[src/rtl/sensor_link_pkg.sv]
`default_nettype none
// ============================================================================
// Module      : sensor_link_pkg
// Description : Framing constants and serializer state type shared by the
//               sensor link transmitter and the anomaly-detection receiver.
// Revision    : 1.0 - initial release
// ============================================================================
package sensor_link_pkg;

    // Line level while no frame is in flight, and the level of the start bit.
    localparam logic SENSOR_IDLE_LEVEL  = 1'b1;
    localparam logic SENSOR_START_LEVEL = 1'b0;

    // Sample width used when an instantiation does not override it.
    localparam int   DEFAULT_DATA_WIDTH = 8;

    // Serializer frame phases.
    typedef enum logic [1:0] {
        IDLE  = 2'd0,
        START = 2'd1,
        DATA  = 2'd2,
        STOP  = 2'd3
    } ser_state_t;

endpackage
`default_nettype wire

[src/rtl/sample_fifo.sv]
`default_nettype none
// ============================================================================
// Module      : sample_fifo
// Description : Show-ahead FIFO for parallel sensor samples. The head entry
//               is visible combinationally; pointers carry one extra wrap bit
//               so full and empty are told apart without a separate flag.
// Revision    : 1.0 - initial release
// ============================================================================
module sample_fifo #(
    parameter int DATA_WIDTH = 8,
    parameter int DEPTH      = 4
) (
    input  logic                         clk,
    input  logic                         reset,
    input  logic                         i_push,
    input  logic                         i_pop,
    input  logic [DATA_WIDTH-1:0]        i_data,
    output logic [DATA_WIDTH-1:0]        o_data,
    output logic                         o_full,
    output logic                         o_empty,
    output logic [$clog2(DEPTH+1)-1:0]   o_count
);

    localparam int AW = $clog2(DEPTH);
    localparam int PW = AW + 1;
    localparam int CW = $clog2(DEPTH + 1);

    logic [PW-1:0]         r_wr_ptr;
    logic [PW-1:0]         r_rd_ptr;
    logic [DATA_WIDTH-1:0] r_mem [DEPTH];

    logic                  w_wr_en;
    logic                  w_rd_en;
    logic [PW-1:0]         w_diff;

    // Requests are qualified here so a push into a full FIFO or a pop from an
    // empty one never moves a pointer.
    assign w_wr_en = i_push && !o_full;
    assign w_rd_en = i_pop && !o_empty;

    assign w_diff  = r_wr_ptr - r_rd_ptr;
    assign o_empty = (r_wr_ptr == r_rd_ptr);
    assign o_full  = (r_wr_ptr[AW-1:0] == r_rd_ptr[AW-1:0]) &&
                     (r_wr_ptr[AW] != r_rd_ptr[AW]);
    assign o_count = CW'(w_diff);
    assign o_data  = r_mem[r_rd_ptr[AW-1:0]];

    // Pointer update; reset flushes the queue by equalising both pointers.
    always_ff @(posedge clk) begin
        if (reset) begin
            r_wr_ptr <= '0;
            r_rd_ptr <= '0;
        end else begin
            if (w_wr_en) begin
                r_wr_ptr <= r_wr_ptr + PW'(1);
            end
            if (w_rd_en) begin
                r_rd_ptr <= r_rd_ptr + PW'(1);
            end
        end
    end

    // Sample storage; contents are don't-care until written, so no reset.
    always_ff @(posedge clk) begin
        if (w_wr_en && !reset) begin
            r_mem[r_wr_ptr[AW-1:0]] <= i_data;
        end
    end

endmodule
`default_nettype wire

[src/rtl/sensor_serializer.sv]
`default_nettype none
// ============================================================================
// Module      : sensor_serializer
// Description : Accepts parallel samples over valid/ready, queues them, and
//               drives each one onto the single-bit sensor line as a frame of
//               start bit, data MSB-first, stop bit. Every bit is held for
//               CLKS_PER_BIT clocks; queued samples follow back-to-back.
// Revision    : 1.0 - initial release
// ============================================================================
module sensor_serializer
    import sensor_link_pkg::*;
#(
    parameter int DATA_WIDTH   = DEFAULT_DATA_WIDTH,
    parameter int DEPTH        = 4,
    parameter int CLKS_PER_BIT = 1
) (
    input  logic                         clk,
    input  logic                         reset,
    input  logic [DATA_WIDTH-1:0]        in_data,
    input  logic                         in_valid,
    output logic                         in_ready,
    output logic                         sensor_data,
    output logic                         busy,
    output logic [$clog2(DEPTH+1)-1:0]   fifo_count,
    output logic [15:0]                  frames_sent
);

    // Hold counter spans 0..CLKS_PER_BIT-1; with one clock per bit it never
    // leaves zero and every phase lasts a single cycle.
    localparam int HCW = $clog2(CLKS_PER_BIT + 1);
    localparam int BIW = (DATA_WIDTH > 1) ? $clog2(DATA_WIDTH) : 1;

    localparam logic [HCW-1:0] c_HOLD_LAST = HCW'(CLKS_PER_BIT - 1);
    localparam logic [BIW-1:0] c_BIT_MSB   = BIW'(DATA_WIDTH - 1);

    ser_state_t              r_state;
    ser_state_t              w_state_nxt;

    logic [HCW-1:0]          r_hold;
    logic [BIW-1:0]          r_bit;
    logic [DATA_WIDTH-1:0]   r_shift;
    logic                    r_line;
    logic                    r_busy;
    logic [15:0]             r_frames_sent;

    logic                    w_bit_end;
    logic                    w_pop;
    logic                    w_enter_data;
    logic                    w_next_bit;
    logic                    w_frame_done;
    logic                    w_line_nxt;
    logic                    w_busy_nxt;

    logic [DATA_WIDTH-1:0]   w_fifo_head;
    logic                    w_fifo_full;
    logic                    w_fifo_empty;

    // ------------------------------------------------------------------------
    // Sample queue. Ready depends only on fullness, never on a same-cycle pop.
    // ------------------------------------------------------------------------
    sample_fifo #(
        .DATA_WIDTH (DATA_WIDTH),
        .DEPTH      (DEPTH)
    ) u_fifo (
        .clk     (clk),
        .reset   (reset),
        .i_push  (in_valid),
        .i_pop   (w_pop),
        .i_data  (in_data),
        .o_data  (w_fifo_head),
        .o_full  (w_fifo_full),
        .o_empty (w_fifo_empty),
        .o_count (fifo_count)
    );

    assign in_ready    = !w_fifo_full;
    assign sensor_data = r_line;
    assign busy        = r_busy;
    assign frames_sent = r_frames_sent;

    // Last clock of the current bit period.
    assign w_bit_end = (r_hold == c_HOLD_LAST);

    // State register.
    always_ff @(posedge clk) begin
        if (reset) begin
            r_state <= IDLE;
        end else begin
            r_state <= w_state_nxt;
        end
    end

    // Next-state logic: phases advance only at the end of a bit period, and
    // a finished stop bit chains straight into the next start bit if queued.
    always_comb begin
        w_state_nxt = r_state;
        case (r_state)
            IDLE:    if (!w_fifo_empty)           w_state_nxt = START;
            START:   if (w_bit_end)               w_state_nxt = DATA;
            DATA:    if (w_bit_end && r_bit == '0) w_state_nxt = STOP;
            STOP:    if (w_bit_end)               w_state_nxt = w_fifo_empty ? IDLE : START;
            default:                              w_state_nxt = IDLE;
        endcase
    end

    // Output/control decode: next line level, busy, FIFO pop and datapath
    // strobes. The line is registered, so each level is chosen one cycle
    // ahead of the phase it belongs to.
    always_comb begin
        w_pop        = 1'b0;
        w_enter_data = 1'b0;
        w_next_bit   = 1'b0;
        w_frame_done = 1'b0;
        w_line_nxt   = r_line;
        w_busy_nxt   = r_busy;
        case (r_state)
            IDLE: begin
                w_line_nxt = SENSOR_IDLE_LEVEL;
                w_busy_nxt = 1'b0;
                if (!w_fifo_empty) begin
                    w_pop      = 1'b1;
                    w_line_nxt = SENSOR_START_LEVEL;
                    w_busy_nxt = 1'b1;
                end
            end
            START: begin
                if (w_bit_end) begin
                    w_enter_data = 1'b1;
                    w_line_nxt   = r_shift[DATA_WIDTH-1];
                end
            end
            DATA: begin
                if (w_bit_end) begin
                    if (r_bit == '0) begin
                        w_line_nxt = SENSOR_IDLE_LEVEL;
                    end else begin
                        w_next_bit = 1'b1;
                        w_line_nxt = r_shift[DATA_WIDTH-2];
                    end
                end
            end
            STOP: begin
                if (w_bit_end) begin
                    w_frame_done = 1'b1;
                    if (!w_fifo_empty) begin
                        w_pop      = 1'b1;
                        w_line_nxt = SENSOR_START_LEVEL;
                    end else begin
                        w_line_nxt = SENSOR_IDLE_LEVEL;
                        w_busy_nxt = 1'b0;
                    end
                end
            end
            default: begin
                w_line_nxt = SENSOR_IDLE_LEVEL;
                w_busy_nxt = 1'b0;
            end
        endcase
    end

    // Bit-hold counter: restarts at every bit boundary and stays cleared
    // while idle so a new frame always gets a full-length start bit.
    always_ff @(posedge clk) begin
        if (reset || r_state == IDLE || w_bit_end) begin
            r_hold <= '0;
        end else begin
            r_hold <= r_hold + HCW'(1);
        end
    end

    // Shift register and bit index: load on pop, shift left per data bit so
    // the next bit to send always sits just below the MSB.
    always_ff @(posedge clk) begin
        if (reset) begin
            r_shift <= '0;
            r_bit   <= '0;
        end else begin
            if (w_pop) begin
                r_shift <= w_fifo_head;
            end else if (w_next_bit) begin
                r_shift <= {r_shift[DATA_WIDTH-2:0], 1'b0};
            end
            if (w_enter_data) begin
                r_bit <= c_BIT_MSB;
            end else if (w_next_bit) begin
                r_bit <= r_bit - BIW'(1);
            end
        end
    end

    // Registered line and busy outputs; reset returns the line to idle.
    always_ff @(posedge clk) begin
        if (reset) begin
            r_line <= SENSOR_IDLE_LEVEL;
            r_busy <= 1'b0;
        end else begin
            r_line <= w_line_nxt;
            r_busy <= w_busy_nxt;
        end
    end

    // Completed-frame counter; wraps silently at 16 bits.
    always_ff @(posedge clk) begin
        if (reset) begin
            r_frames_sent <= '0;
        end else if (w_frame_done) begin
            r_frames_sent <= r_frames_sent + 16'd1;
        end
    end

endmodule
`default_nettype wire

[config.mk]
export PLATFORM = sky130hd
export DESIGN_NAME = sensor_serializer
export DESIGN_NICKNAME = d
export VERILOG_FILES = /design/src/rtl/sensor_link_pkg.sv /design/src/rtl/sample_fifo.sv /design/src/rtl/sensor_serializer.sv
export SDC_FILE = /design/constraint.sdc
export NUM_CORES = 1
export LEC_CHECK = 0
export ABC_AREA = 1
export CAP_MARGIN = 20
export CORE_ASPECT_RATIO = 0.7
export CORE_MARGIN = 1
export CORE_UTILIZATION = 30
export DETAILED_ROUTE_END_ITERATION = 10
export RECOVER_POWER = 25
export SYNTH_ARGS = -nofsm -noshare
export SYNTH_HDL_FRONTEND = slang
export SYNTH_SLANG_ARGS = --single-unit
export TNS_END_PERCENT = 50
[constraint.sdc]
create_clock -name clk -period 1.9 [get_ports clk]
set_input_delay 0.19 -clock clk [delete_from_list [all_inputs] [get_ports clk]]
set_output_delay 0.19 -clock clk [all_outputs]
set_load 0.01 [all_outputs]
==> results.yml <==
hold_path:
  hp-class: "flip-flop to flip-flop"
  whs_path_depth: 2
synthesis:
  synthesis.area_um2: 3376
  synth.distinct_cells: 32
  syn_area_per_cell_um2: 8.525
  ys_seq_elements: 72
  yosysWarningCount: 0
  ys_seq_area_share_pct: 52.19
  postSynthCellCount: 396
  syn-num-nets: 423
clock_tree:
  htreeDepth: 3
  cts_sinks: 72
  cts_made_buffers: 9
  cts-root-buf: "clkbuf_16"
  cts_hold_buf: 0
  clock_latency_ns: 0.32
  cts_tree: "yes"
  cts.path.max_buffers: 2
  clk_pin_slew_ns: 0.06
  postCtsSetupBuffers: 0
sta:
  hold_violations: 0
  post-route-min-period_ns: 1.825
  clock.fmax_mhz: 548.0
  setup_violations: 0
  fin_hold_ws_ns: 0.4820
  slew_violations: 0
  fin_crit_sh_pct: 96.05
  finalClockSkew_ns: 0.005901
  rsz0062_at_grt: "false"
  tns_ns: 0
finish:
  final_util_pct: 39.79
  finalNetCount: 470
  nFillCells: 1063
  areaGrowthSynthToFinish_pct: 25.28
  drive_above_1_share_pct: 11.16
  final_common_cell: "nand2_1"
  finish.instance_area_um2: 4229
  seq_area_um2: 1762
  mostFrequentLayoutCells: "104 x nand2_1, 43 x nand3_1, 40 x inv_1, 40 x dfxtp_1, 33 x nor2_1"
  n_antenna_cell: 0
  multiInputGateArea_um2: 1411
routing:
  avgViaCountPerCell: 4.466
  drcViolationCount: 0
  drt_iter0_drc: 104
  first_pass_iters: 4
  wire_per_inst_um: 11.78
  detail-route-antenna-nets: 0
  num_vias: 2662
  routed_wl_um: 7023
power:
  power.density_nw_per_um2: 1260
  power_mw: 5.327
  ir_drop_v: 0.0006469
  leakage_nw: 1.695
die:
  rows: 31
  placeableCoreArea_um2: 10630
  initial_core_util_pct: 31.76
  die_w_um: 128.8
  die_y_um: 90.75
  ios: 33
  die_area_um2: 11690
setup_path:
  required_ns: 1.71
  crit_arrival_ns: 1.63
  crit_path_max_incr_delay_ns: 0.35
  critPathMaxFanout: 2
  crit_path_cell_trace: "inv_1 > ha_1 > fa_2 > xnor2_2 > clkdlybuf4s15_2"
  startpoint_type: "flip-flop"
  cpMaxStageDelayCell: "fa_2"
  critPathKind: "flip-flop to primary output"
  end_kind: "primary output"
  reg2reg_depth: 8
global_routing:
  grt_max_degree: 24
  overflow: 0
  grt_pass1_vias: 2571
  antenna_found_initial: 0
  grt_pass1_wl_um: 12170
  track_usage_pct: 13.36
run_status:
  outcome: "completed"
placed_design:
  dpl-instance-area_um2: 3930
  io_buffers: 32
  gp_congestion: 0.7712
  dp_hpwl_um: 5036
flow_run:
  maxCapViolCount: 0
-- cell usage after synthesis (all sizes together) --
cell | number | area (um2)
nand2 | 109 | 429.2
o21bai | 2 | 15.01
a21oi | 28 | 177.7
o22ai | 1 | 6.260
xnor2 | 1 | 8.760
clkbuf | 4 | 15.01
conb | 1 | 3.750
nand4 | 2 | 12.51
fa | 1 | 20.02
nand3 | 43 | 215.2
clkinv | 2 | 7.510
edfxtp | 32 | 960.9
buf | 5 | 33.78
o211ai | 1 | 7.510
xor2 | 3 | 26.28
a31oi | 2 | 12.51
nor2 | 35 | 136.4
o21ai | 19 | 95.09
ha | 15 | 187.7
nor3b | 2 | 15.01
nor3 | 4 | 20.02
inv | 43 | 161.4
dfxtp | 40 | 800.8
nand3b | 1 | 7.510
-- worst paths after layout --
check | from | end | slack (ns)
setup / recovery | u_fifo.r_wr_ptr[0] | fifo_count[2] | 0.08
hold reg to reg | r_bit[2] | r_bit[2] | 0.48
setup reg to reg | u_fifo.r_rd_ptr[1] | u_fifo.r_mem[2][3] | 0.12
hold / removal | r_bit[2] | r_bit[2] | 0.48
-- routing by layer --
| layer | up-vias | track usage, % | share of wire, % |
|---|---|---|---|
| li1 | 1387 | - | - |
| met1 | 1213 | 18.58 | 52 |
| met2 | 58 | 19.82 | 42 |
| met3 | 4 | 3.377 | 5.0 |
| met4 | 0 | 4.902 | 0.87 |
| met5 | - | 0 | 0 |
-- worst max-delay path: cells and delay by family, from the launching register on --
family	cells	cell delay, ns
flip-flops	1	0.33
XOR/XNOR	1	0.14
adder cells (fa/ha/maj)	2	0.54
buffers and inverters	2	0.31
-- registers in the layout, indices dropped and copies added (netlist names), 2 cells and up, named ones only --
name / cells
r_shift: 8
u_fifo.r_wr_ptr: 3
r_bit: 3
r_state: 2
u_fifo.r_rd_ptr: 3
frames_sent: 16
u_fifo.r_mem: 32
-- kinds of logic (layout without fill, tap and decap cells) --
kind of cell | after synthesis | in the layout | share of synthesized area [%]
AO/OA/AOI/OAI | 53 | 53 | 9.303
flip-flops | 72 | 72 | 52.19
adder cells (fa/ha/maj) | 16 | 16 | 6.153
other | 1 | 1 | 0.1111
XOR/XNOR | 4 | 4 | 1.038
AND/OR/NAND/NOR | 196 | 196 | 24.76
buffers and inverters | 54 | 106 | 6.449
-- per-stage QoR --
step	cells	setup slack, ns
after floorplan	396	0.01405
after global placement	580	0.04593
after detailed placement	580	0.02251
after CTS	596	-0.01796
after global routing	596	0.004988
final	596	0.07508
-- cell type report --
cell class	count	area share, %
multi-input cells	270	33.37
clock buffers	10	5.414
inverters	45	3.994
well taps	148	4.379
repair buffers	45	9.763
clock inverters	6	1.420
flip-flops and latches	72	41.66
-- timing repair --
action                                  4_1_cts  5_1_grt
gates cloned                                  0        0
pin swaps                                     0        1
gates resized for setup                       6        6
endpoints found under the setup margin        3       36
-- power by group --
group          internal [mW]  total, mW  switching, mW  leakage [nW]
clock                   1.01       1.62          0.613         0.140
combinational          0.686       1.78           1.10         0.937
sequential              1.80       1.92          0.123         0.618
(Power assumes the default switching activity.)
